[config.mk]
export PLATFORM = sky130hd
export DESIGN_NAME = irq_arbiter_flat
export DESIGN_NICKNAME = d
export VERILOG_FILES = /design/src/rtl/irq_arbiter_if.sv /design/src/rtl/irq_arbiter.sv /design/src/flat_wrapper.sv
export SDC_FILE = /design/constraint.sdc
export NUM_CORES = 1
export LEC_CHECK = 0
export ABC_AREA = 1
export BUFFER_PORTS_ARGS = -buffer_cell sky130_fd_sc_hd__buf_4
export CAP_MARGIN = 20
export CORE_UTILIZATION = 52
export DETAILED_ROUTE_END_ITERATION = 12
export GPL_TIMING_DRIVEN = 1
export PLACE_DENSITY = 0.8
export SETUP_SLACK_MARGIN = 0.05
export SYNTH_ARGS = -nofsm -noshare
export SYNTH_HDL_FRONTEND = slang
export SYNTH_SLANG_ARGS = --single-unit
[constraint.sdc]
create_clock -name CLOCK_50 -period 2.9 [get_ports CLOCK_50]
set_input_delay 0.29 -clock CLOCK_50 [delete_from_list [all_inputs] [get_ports CLOCK_50]]
set_output_delay 0.29 -clock CLOCK_50 [all_outputs]
set_load 0.02 [all_outputs]
[src/rtl/irq_arbiter_if.sv]
// irq_arbiter_if: interrupt sources, mask config and processor handshake of irq_arbiter
interface irq_arbiter_if #(
  parameter int N_SRC = 4,
  parameter int ID_W  = $clog2(N_SRC)
);
  logic [N_SRC-1:0] irq_src;
  logic             cfg_we;
  logic [N_SRC-1:0] cfg_enable;
  logic             ExtIAck;
  logic             eoi;
  logic             ExtIRQ;
  logic [ID_W-1:0]  irq_id;
  logic [N_SRC-1:0] irq_pending;
  logic             busy;
  modport master (
    output irq_src, cfg_we, cfg_enable, ExtIAck, eoi,
    input  ExtIRQ, irq_id, irq_pending, busy
  );
  modport slave (
    input  irq_src, cfg_we, cfg_enable, ExtIAck, eoi,
    output ExtIRQ, irq_id, irq_pending, busy
  );
endinterface

[src/rtl/irq_arbiter.sv]
// irq_arbiter: edge-latched, masked, prioritised interrupt funnel onto ExtIRQ/ExtIAck.
// Define IRQ_ROUND_ROBIN_EN for rotating arbitration instead of lowest-index-wins.
module irq_arbiter #(
  parameter int N_SRC = 4,
  parameter int ID_W  = $clog2(N_SRC)
) (
  input logic         CLOCK_50,
  input logic         reset,
  irq_arbiter_if.slave bus
);
  typedef enum logic [1:0] {IDLE, REQ, SERVICE} state_t;
  state_t           state_q, state_d;
  logic [N_SRC-1:0] src_q, pend_q, pend_d, en_q, en_d, cand, clr;
  logic             irq_q, irq_d, ack;
  logic [ID_W-1:0]  id_q, id_d, win;
  assign cand   = pend_q & en_q;
  assign ack    = (state_q == REQ) && bus.ExtIAck;
  assign clr    = ack ? N_SRC'(1) << id_q : '0;
  // a fresh edge outranks the acknowledge clear of the same bit
  assign pend_d = (pend_q & ~clr) | (bus.irq_src & ~src_q);
  assign en_d   = bus.cfg_we ? bus.cfg_enable : en_q;
`ifdef IRQ_ROUND_ROBIN_EN
  logic [ID_W-1:0] last_q;
  always_ff @(posedge CLOCK_50 or negedge reset)
    if (!reset) last_q <= ID_W'(N_SRC - 1);
    else if (ack) last_q <= id_q;
  always_comb begin
    win = '0;
    for (int k = N_SRC; k >= 1; k--)
      if (cand[(int'(last_q) + k) % N_SRC]) win = ID_W'((int'(last_q) + k) % N_SRC);
  end
`else
  always_comb begin
    win = '0;
    for (int i = N_SRC - 1; i >= 0; i--)
      if (cand[i]) win = ID_W'(i);
  end
`endif
  always_comb begin
    state_d = state_q;
    irq_d   = irq_q;
    id_d    = id_q;
    case (state_q)
      IDLE: if (|cand) begin
        state_d = REQ;
        irq_d   = 1'b1;
        id_d    = win;
      end
      REQ: if (bus.ExtIAck) begin
        state_d = SERVICE;
        irq_d   = 1'b0;
      end
      SERVICE: if (bus.eoi) state_d = IDLE;
      default: begin
        state_d = IDLE;
        irq_d   = 1'b0;
      end
    endcase
  end
  always_ff @(posedge CLOCK_50 or negedge reset)
    if (!reset) begin
      state_q <= IDLE;
      src_q   <= '0;
      pend_q  <= '0;
      en_q    <= '1;
      irq_q   <= 1'b0;
      id_q    <= '0;
    end else begin
      state_q <= state_d;
      src_q   <= bus.irq_src;
      pend_q  <= pend_d;
      en_q    <= en_d;
      irq_q   <= irq_d;
      id_q    <= id_d;
    end
  assign bus.ExtIRQ      = irq_q;
  assign bus.irq_id      = id_q;
  assign bus.irq_pending = pend_q;
  assign bus.busy        = state_q != IDLE;
endmodule
[src/flat_wrapper.sv]
// flat-port wrapper written by rule: the top's interface ports become plain ports
module irq_arbiter_flat 
#(
  parameter int N_SRC = 4,
  parameter int ID_W  = $clog2(N_SRC)
)
  (CLOCK_50, reset, bus_irq_src, bus_cfg_we, bus_cfg_enable, bus_ExtIAck, bus_eoi, bus_ExtIRQ, bus_irq_id, bus_irq_pending, bus_busy);
  irq_arbiter_if #(.N_SRC(N_SRC), .ID_W(ID_W)) bus_i ();
  input logic CLOCK_50;
  input logic reset;
  input wire logic [$bits(bus_i.irq_src)-1:0] bus_irq_src;
  input wire logic [$bits(bus_i.cfg_we)-1:0] bus_cfg_we;
  input wire logic [$bits(bus_i.cfg_enable)-1:0] bus_cfg_enable;
  input wire logic [$bits(bus_i.ExtIAck)-1:0] bus_ExtIAck;
  input wire logic [$bits(bus_i.eoi)-1:0] bus_eoi;
  output wire logic [$bits(bus_i.ExtIRQ)-1:0] bus_ExtIRQ;
  output wire logic [$bits(bus_i.irq_id)-1:0] bus_irq_id;
  output wire logic [$bits(bus_i.irq_pending)-1:0] bus_irq_pending;
  output wire logic [$bits(bus_i.busy)-1:0] bus_busy;
  assign bus_i.irq_src = bus_irq_src;
  assign bus_i.cfg_we = bus_cfg_we;
  assign bus_i.cfg_enable = bus_cfg_enable;
  assign bus_i.ExtIAck = bus_ExtIAck;
  assign bus_i.eoi = bus_eoi;
  assign bus_ExtIRQ = bus_i.ExtIRQ;
  assign bus_irq_id = bus_i.irq_id;
  assign bus_irq_pending = bus_i.irq_pending;
  assign bus_busy = bus_i.busy;
  irq_arbiter #(.N_SRC(N_SRC), .ID_W(ID_W)) u_core (.CLOCK_50(CLOCK_50), .reset(reset), .bus(bus_i));
endmodule
==> results of run 1 <==
==> area by class of cell <==
class                   instances  area, um2
flip-flops and latches         17      430.4
multi-input cells              47      235.2
well taps                      15      18.77
repair buffers                 21      160.2
clock buffers                   4      26.28
fillers                       101      361.6
inverters                      14      52.55
==> flip-flops by register name, indices dropped and copies added, names as in the netlist <==
name and cells:
u_core.bus.irq_pending 4, u_core.en_q 4, u_core.bus.ExtIRQ 1, u_core.bus.irq_id 2, u_core.state_q 2, u_core.src_q 4
==> cell families after synthesis <==
kind of cell | count (synthesis) | share of synthesized area (%)
and+or+nand+nor | 38 | 22.82
DFF | 17 | 59.93
buffers and inverters | 14 | 7.317
AOI/OAI and AO/OA | 5 | 3.659
muxes | 4 | 6.271
==> power breakdown <==
part	total [mW]	switching (mW)	internal [mW]
Sequential	0.358	0.0507	0.308
Clock	0.120	0.0665	0.0534
Combinational	0.389	0.236	0.153
==> per-stage QoR <==
step                power, mW  hold WS [ps]  utilization, %  std cells  setup WS (ps)
finish                 0.8668         116.5           71.86        118           1633
global route           0.9375         106.7           71.86        118           1587
CTS                    0.8757         110.0           71.86        118           1616
detailed placement     0.7514         159.4           69.04        113           1806
global placement       0.7379         159.3           69.04        113           1848
floorplan              0.6067        -5.591               -         78           1868
==> synth_stat cells <==
| cell | n | area, um2 |
|---|---|---|
| inv_1 | 10 | 37.54 |
| nand2_1 | 29 | 108.9 |
| nand2_2 | 3 | 18.77 |
| nand2_4 | 1 | 11.26 |
| dfstp_2 | 4 | 105.1 |
| inv_2 | 4 | 15.01 |
| nand3_1 | 3 | 15.01 |
| nor2_2 | 1 | 6.260 |
| o21ai_1 | 4 | 20.02 |
| dfrtp_1 | 13 | 325.3 |
| o22ai_1 | 1 | 6.260 |
| mux2_2 | 4 | 45.04 |
| nor2_1 | 1 | 3.750 |
==> worst paths after layout <==
path	start	endpoint	cells after the start
worst max-delay path	u_core.state_q[0]$_DFFE_PN0P_	bus_busy	3
worst min-delay path	bus_irq_src[2]	u_core.src_q[2]$_DFF_PN0_	1
worst max register to register	u_core.en_q[1]$_DFFE_PN1P_	u_core.bus.irq_id[0]$_DFFE_PN0P_	7
worst min register to register	u_core.bus.ExtIRQ$_DFFE_PN0P_	u_core.bus.ExtIRQ$_DFFE_PN0P_	2
max in group asynchronous	reset	u_core.en_q[0]$_DFFE_PN1P_	2
min in group asynchronous	reset	u_core.src_q[3]$_DFF_PN0_	2
==> metal layers <==
layer,vias to the layer above,track usage [%]
met5,-,0
met4,0,10.34
met3,4,5.202
met2,16,46.67
met1,265,23.95
li1,287,-
==> impl_metrics.yaml, run 1 <==
clocking:
  cts_resized: 0
  htreeDepth: 1
  post_cts_buffers: 0
  clkSinkCount: 17
  clockBufferDepth: 2
  path_clk_slew_ps: 90
  ctsHoldBuffers: 1
  root_buffer: "clkbuf_4"
  cts_buffers: 3
  cts_tree: "built"
  clock_latency_ps: 280
setup_path:
  critPathKind: "reg2out"
  critPathBufInv: 2
  cpPeakStageDelay_ps: 410
  worstPathMaxFanout: 3
  start_kind: "flip-flop"
  critPathSlowestCell: "dfrtp_1"
  endpoint_kind: "output port"
  required_ps: 2610
  rrSetupSlack_ps: 1770
  worst-endpoint-arrival_ps: 980
  path_cells: "inv_2 > nand2_4 > buf_4"
  cp_top_family: "flip-flops"
place:
  gp_congestion: 0.7632
  placed_area_um2: 887.1
  port_buffers: 20
  dp_hpwl_mm: 1.076
routing:
  wl_met3_um: 53
  detail_route.iter0.violations: 8
  drtAntennaViolNets: 0
  avgViaCountPerCell: 4.847
  wirelength_mm: 1.410
  wire_per_inst_um: 11.95
  met1_length_um: 569
  num_vias: 572
  route.detailed.drc: 0
  dr.pass1.iters: 3
  dr_wl_met2_um: 761
  highest_layer: "met4"
synthesis:
  syn_nets: 91
  synth_area_um2: 718.2
  synth_seq_area_share_pct: 59.93
  yosysWarnings: 0
  syn_avg_cell_area_um2: 9.208
  ys_types: 13
  yosys_register_bits: 17
  syn_inst: 78
timing:
  slew_violations: 0
  finalSetupTns_ps: 0
  fmax_mhz: 789.0
  rsz0062_at_grt: "false"
  relSlewSlack_pct: 85.87
  period_share_pct: 43.71
  final.min_clock_period_ps: 1267
  setup_viol: 0
  tightest_slew_ps: 212.0
  finClkSkew_ps: 3.809
  hold_viol: 0
floorplan:
  start_util_pct: 55.89
  rows: 13
  ioPinCount: 21
  die_area_mm2: 0.001534
  die_w_um: 39.17
  die_h_um: 39.17
  coreArea_mm2: 0.001285
global_routing:
  antenna_found_initial: 0
  grt.total_usage_pct: 24.14
  grt_pass1_wl_mm: 2.346
  first_global_vias: 601
  grt_overflow: 0
  grt_max_degree: 18
flow_run:
  cap_violations: 0
power_and_ir_drop:
  irDropWorstVdd_mv: 0.5974
  power_leakage_nw: 0.4927
  power_density_mw_per_mm2: 938.7
outcome:
  status: "complete, no violations"
cells_and_area:
  drive_gt1_share_pct: 38.83
  mostFrequentLayoutCell: "nand2_1"
  nets: 117
  area_growth_syn_to_layout_pct: 28.57
  post-route-cell-area_um2: 923.4
  num_antenna_cells: 0
  most-common-layout-cells: "29 x nand2_1, 20 x buf_4, 13 x dfrtp_1"
hold_path:
  hp-class: "in2reg"
Note: power is estimated with default switching activity, not from simulation.
==> run 2, diff against run 1 <==
--- a/config.mk
+++ b/config.mk
@@ -5,13 +5,13 @@
 export SDC_FILE = /design/constraint.sdc
 export NUM_CORES = 1
 export LEC_CHECK = 0
-export ABC_AREA = 1
+export ABC_AREA = 0
 export BUFFER_PORTS_ARGS = -buffer_cell sky130_fd_sc_hd__buf_4
 export CAP_MARGIN = 20
-export CORE_UTILIZATION = 52
+export CORE_UTILIZATION = 43
 export DETAILED_ROUTE_END_ITERATION = 12
 export GPL_TIMING_DRIVEN = 1
-export PLACE_DENSITY = 0.8
+export PLACE_DENSITY = 0.72
 export SETUP_SLACK_MARGIN = 0.05
 export SYNTH_ARGS = -nofsm -noshare
 export SYNTH_HDL_FRONTEND = slang
==> constraint.sdc (replaced) <==
create_clock -name CLOCK_50 -period 1.05 [get_ports CLOCK_50]
set_input_delay 0.105 -clock CLOCK_50 [delete_from_list [all_inputs] [get_ports CLOCK_50]]
set_output_delay 0.105 -clock CLOCK_50 [all_outputs]
set_load 0.02 [all_outputs]
==> run 2 against run 1 <==
The run now ends with negative setup slack left. First-iteration DRC count increased by 75%. Utilization increased by 11 points. Sequential power increased to 3.0 times the previous value. Power increased to 3.6 times the previous value. Clock power increased to 3.0 times the previous value. Combinational power increased to 4.4 times the previous value. Worst setup slack got worse by 1900 ps. Flip-flop and latch count unchanged. Critical path type is now reg2reg.
==> impl_metrics.yaml, run 2 <==
synthesis:
  synth.most_common_cell: "dfrtp_1"
  syn_nets: 69
  synth_flop_cell: "dfrtp_1"
  yosys_register_bits: 17
  yosysWarnings: 0
  syn_avg_cell_area_um2: 12.09
  synth_top_area_cell: "dfrtp_1"
  synth_commonest_cells: "13 x dfrtp_1, 7 x inv_1, 5 x a21oi_1"
  synth_edf_count: 0
  synth_area_leaders: "dfrtp_1 48%, dfstp_2 16%, mux2_1 6.7%"
  synth_seq_area_share_pct: 63.59
  synth_area_um2: 676.9
  async_flop_share_pct: 100.0
  syn_inst: 56
  ys_types: 18
  yosysTopAreaCellShare_pct: 48.06
cells_and_area:
  final_cells: 119
  area_growth_syn_to_layout_pct: 69.50
  nets: 118
  mostFrequentLayoutCell: "buf_4"
  drive_gt1_share_pct: 53.85
  fill_cells: 77
  most-common-layout-cells: "25 x buf_4, 14 x buf_6, 10 x dfrtp_1"
  num_antenna_cells: 0
floorplan:
  start_util_pct: 48.96
  die_w_um: 41.68
  rows: 13
  coreArea_mm2: 0.001383
  ioPinCount: 21
  die_h_um: 41.68
  die_area_mm2: 0.001737
timing:
  setup_viol: 12
  finClkSkew_ps: 1.350
  hold_viol: 0
  slew_violations: 0
  fmax_mhz: 755.2
  final.min_clock_period_ps: 1324
  relSlewSlack_pct: 85.46
  finalSetupTns_ps: -1257
  fin_ws_ps: -274.2
  period_share_pct: 126.1
  rsz0062_at_grt: "true"
  whs_ps: 24.56
  tightest_slew_ps: 218.1
clocking:
  clock_latency_ps: 290
  htreeDepth: 1
  clkSinkCount: 17
  path_clk_slew_ps: 100
  clockBufferDepth: 2
  root_buffer: "clkbuf_4"
  cts_buffers: 3
  cts_tree: "built"
place:
  port_buffers: 20
  placed_cells: 103
  gp_congestion: 0.7735
  dp_hpwl_mm: 1.159
global_routing:
  first_global_vias: 670
  grt_overflow: 0
  grt_pass1_wl_mm: 3.001
  grt.total_usage_pct: 23.70
  antenna_found_initial: 0
  grt_max_degree: 18
power_and_ir_drop:
  p_total_mw: 3.122
  irDropWorstVdd_mv: 1.785
  power_density_mw_per_mm2: 2721
  power_leakage_nw: 0.5346
setup_path:
  worst-endpoint-arrival_ps: 1520
  critPathKind: "reg2reg"
  endpoint_kind: "flip-flop"
  required_ps: 1240
  start_kind: "flip-flop"
  worstPathMaxFanout: 2
  r2r_cells: 3
hold_path:
  hp-class: "in2reg"
  hold_path_depth: 2
flow_run:
  cap_violations: 0
outcome:
  violations: "negative setup slack"
  status: "finished, violations left"
routing:
  detail_route.iter0.violations: 14
  wire_per_inst_um: 16.16
  avgViaCountPerCell: 5.513
  drtAntennaViolNets: 0
  route.detailed.drc: 0
  wirelength_mm: 1.923
  dr.pass1.iters: 4
  num_vias: 656
[run 2: changes by cell type in the layout (fill, tap and decap cells not counted), moves of 3 or more]
| cell | change |
|---|---|
| mux2_2 | -4 |
| nand2_1 | -28 |
| buf_4 | +5 |
| inv_1 | -3 |
| dlygate4sd3_1 | +4 |
| inv_2 | -4 |
| mux2_1 | +4 |
| buf_6 | +14 |
| nand3_1 | -3 |
| a21oi_1 | +3 |
| dfrtp_2 | +3 |
| dfrtp_1 | -3 |
[run 2: per-stage QoR]
step / instance area [um2] / setup slack, ps / util (%)
floorplan: 679.4 / -315.9 / -
global route: 1147 / -319.9 / 82.99
global placement: 938.4 / -248.9 / 67.87
CTS: 1109 / -258.1 / 80.18
finish: 1147 / -274.2 / 82.99
detailed placement: 938.4 / -262.4 / 67.87
[run 2: final cells by class]
| cell class | count | area, um2 | area share (%) |
|---|---|---|---|
| clock inverter | 1 | 5.005 | 0.4362 |
| multi-input combinational | 32 | 245.2 | 21.37 |
| timing repair buffer | 44 | 395.4 | 34.46 |
| clock buffer | 3 | 22.52 | 1.963 |
| inverter | 7 | 26.28 | 2.290 |
| tap | 15 | 18.77 | 1.636 |
| sequential | 17 | 434.2 | 37.84 |
[run 2: critical path, stage by stage (launching register included)]
cell and delay, ps:
dfrtp_2 430, a22o_1 220, a221o_1 280, a221o_1 290
[run 2: power by group]
group | switching, mW | internal, mW | leakage, nW
registers | 0.193 | 0.864 | 0.184
logic | 0.771 | 0.930 | 0.333
clock network | 0.221 | 0.142 | 0.0177
total | 1.19 | 1.94 | 0.535
[run 2: cells by family after synthesis]
family	synth area share, %
mux	6.654
simple gates	6.655
flops	63.59
compound gates	19.22
buf+inv	3.882
[run 2: worst paths after layout]
kind	from	to	slack, ps
max in group asynchronous	reset	u_core.en_q[2]$_DFFE_PN1P_	590
setup reg to reg	u_core.bus.irq_pending[3]$_DFF_PN0_	u_core.bus.ExtIRQ$_DFFE_PN0P_	-270
setup / recovery	u_core.bus.irq_pending[3]$_DFF_PN0_	u_core.bus.ExtIRQ$_DFFE_PN0P_	-270
min in group asynchronous	reset	u_core.bus.ExtIRQ$_DFFE_PN0P_	210
hold reg to reg	u_core.src_q[0]$_DFF_PN0_	u_core.bus.irq_pending[0]$_DFF_PN0_	420
hold / removal	bus_cfg_enable[2]	u_core.en_q[2]$_DFFE_PN1P_	20
[run 2: routing by layer]
metal | track usage, % | part of all wire [%] | wire length [um] | vias to the layer above
li1 | - | - | - | 299
met1 | 27.54 | 40 | 769 | 325
met2 | 40.31 | 54 | 1035 | 26
met3 | 4.783 | 4.5 | 87 | 6
met4 | 13.55 | 1.5 | 29 | 0
met5 | 0 | 0 | 0 | -
[run 2: timing repair]
item,4_1_cts,5_1_grt
endpoints found under the setup margin,15,15
hold endpoints to repair,21,0
buffers inserted,6,3
gates resized for setup,13,11
hold buffers,5,0
pin swaps,4,6
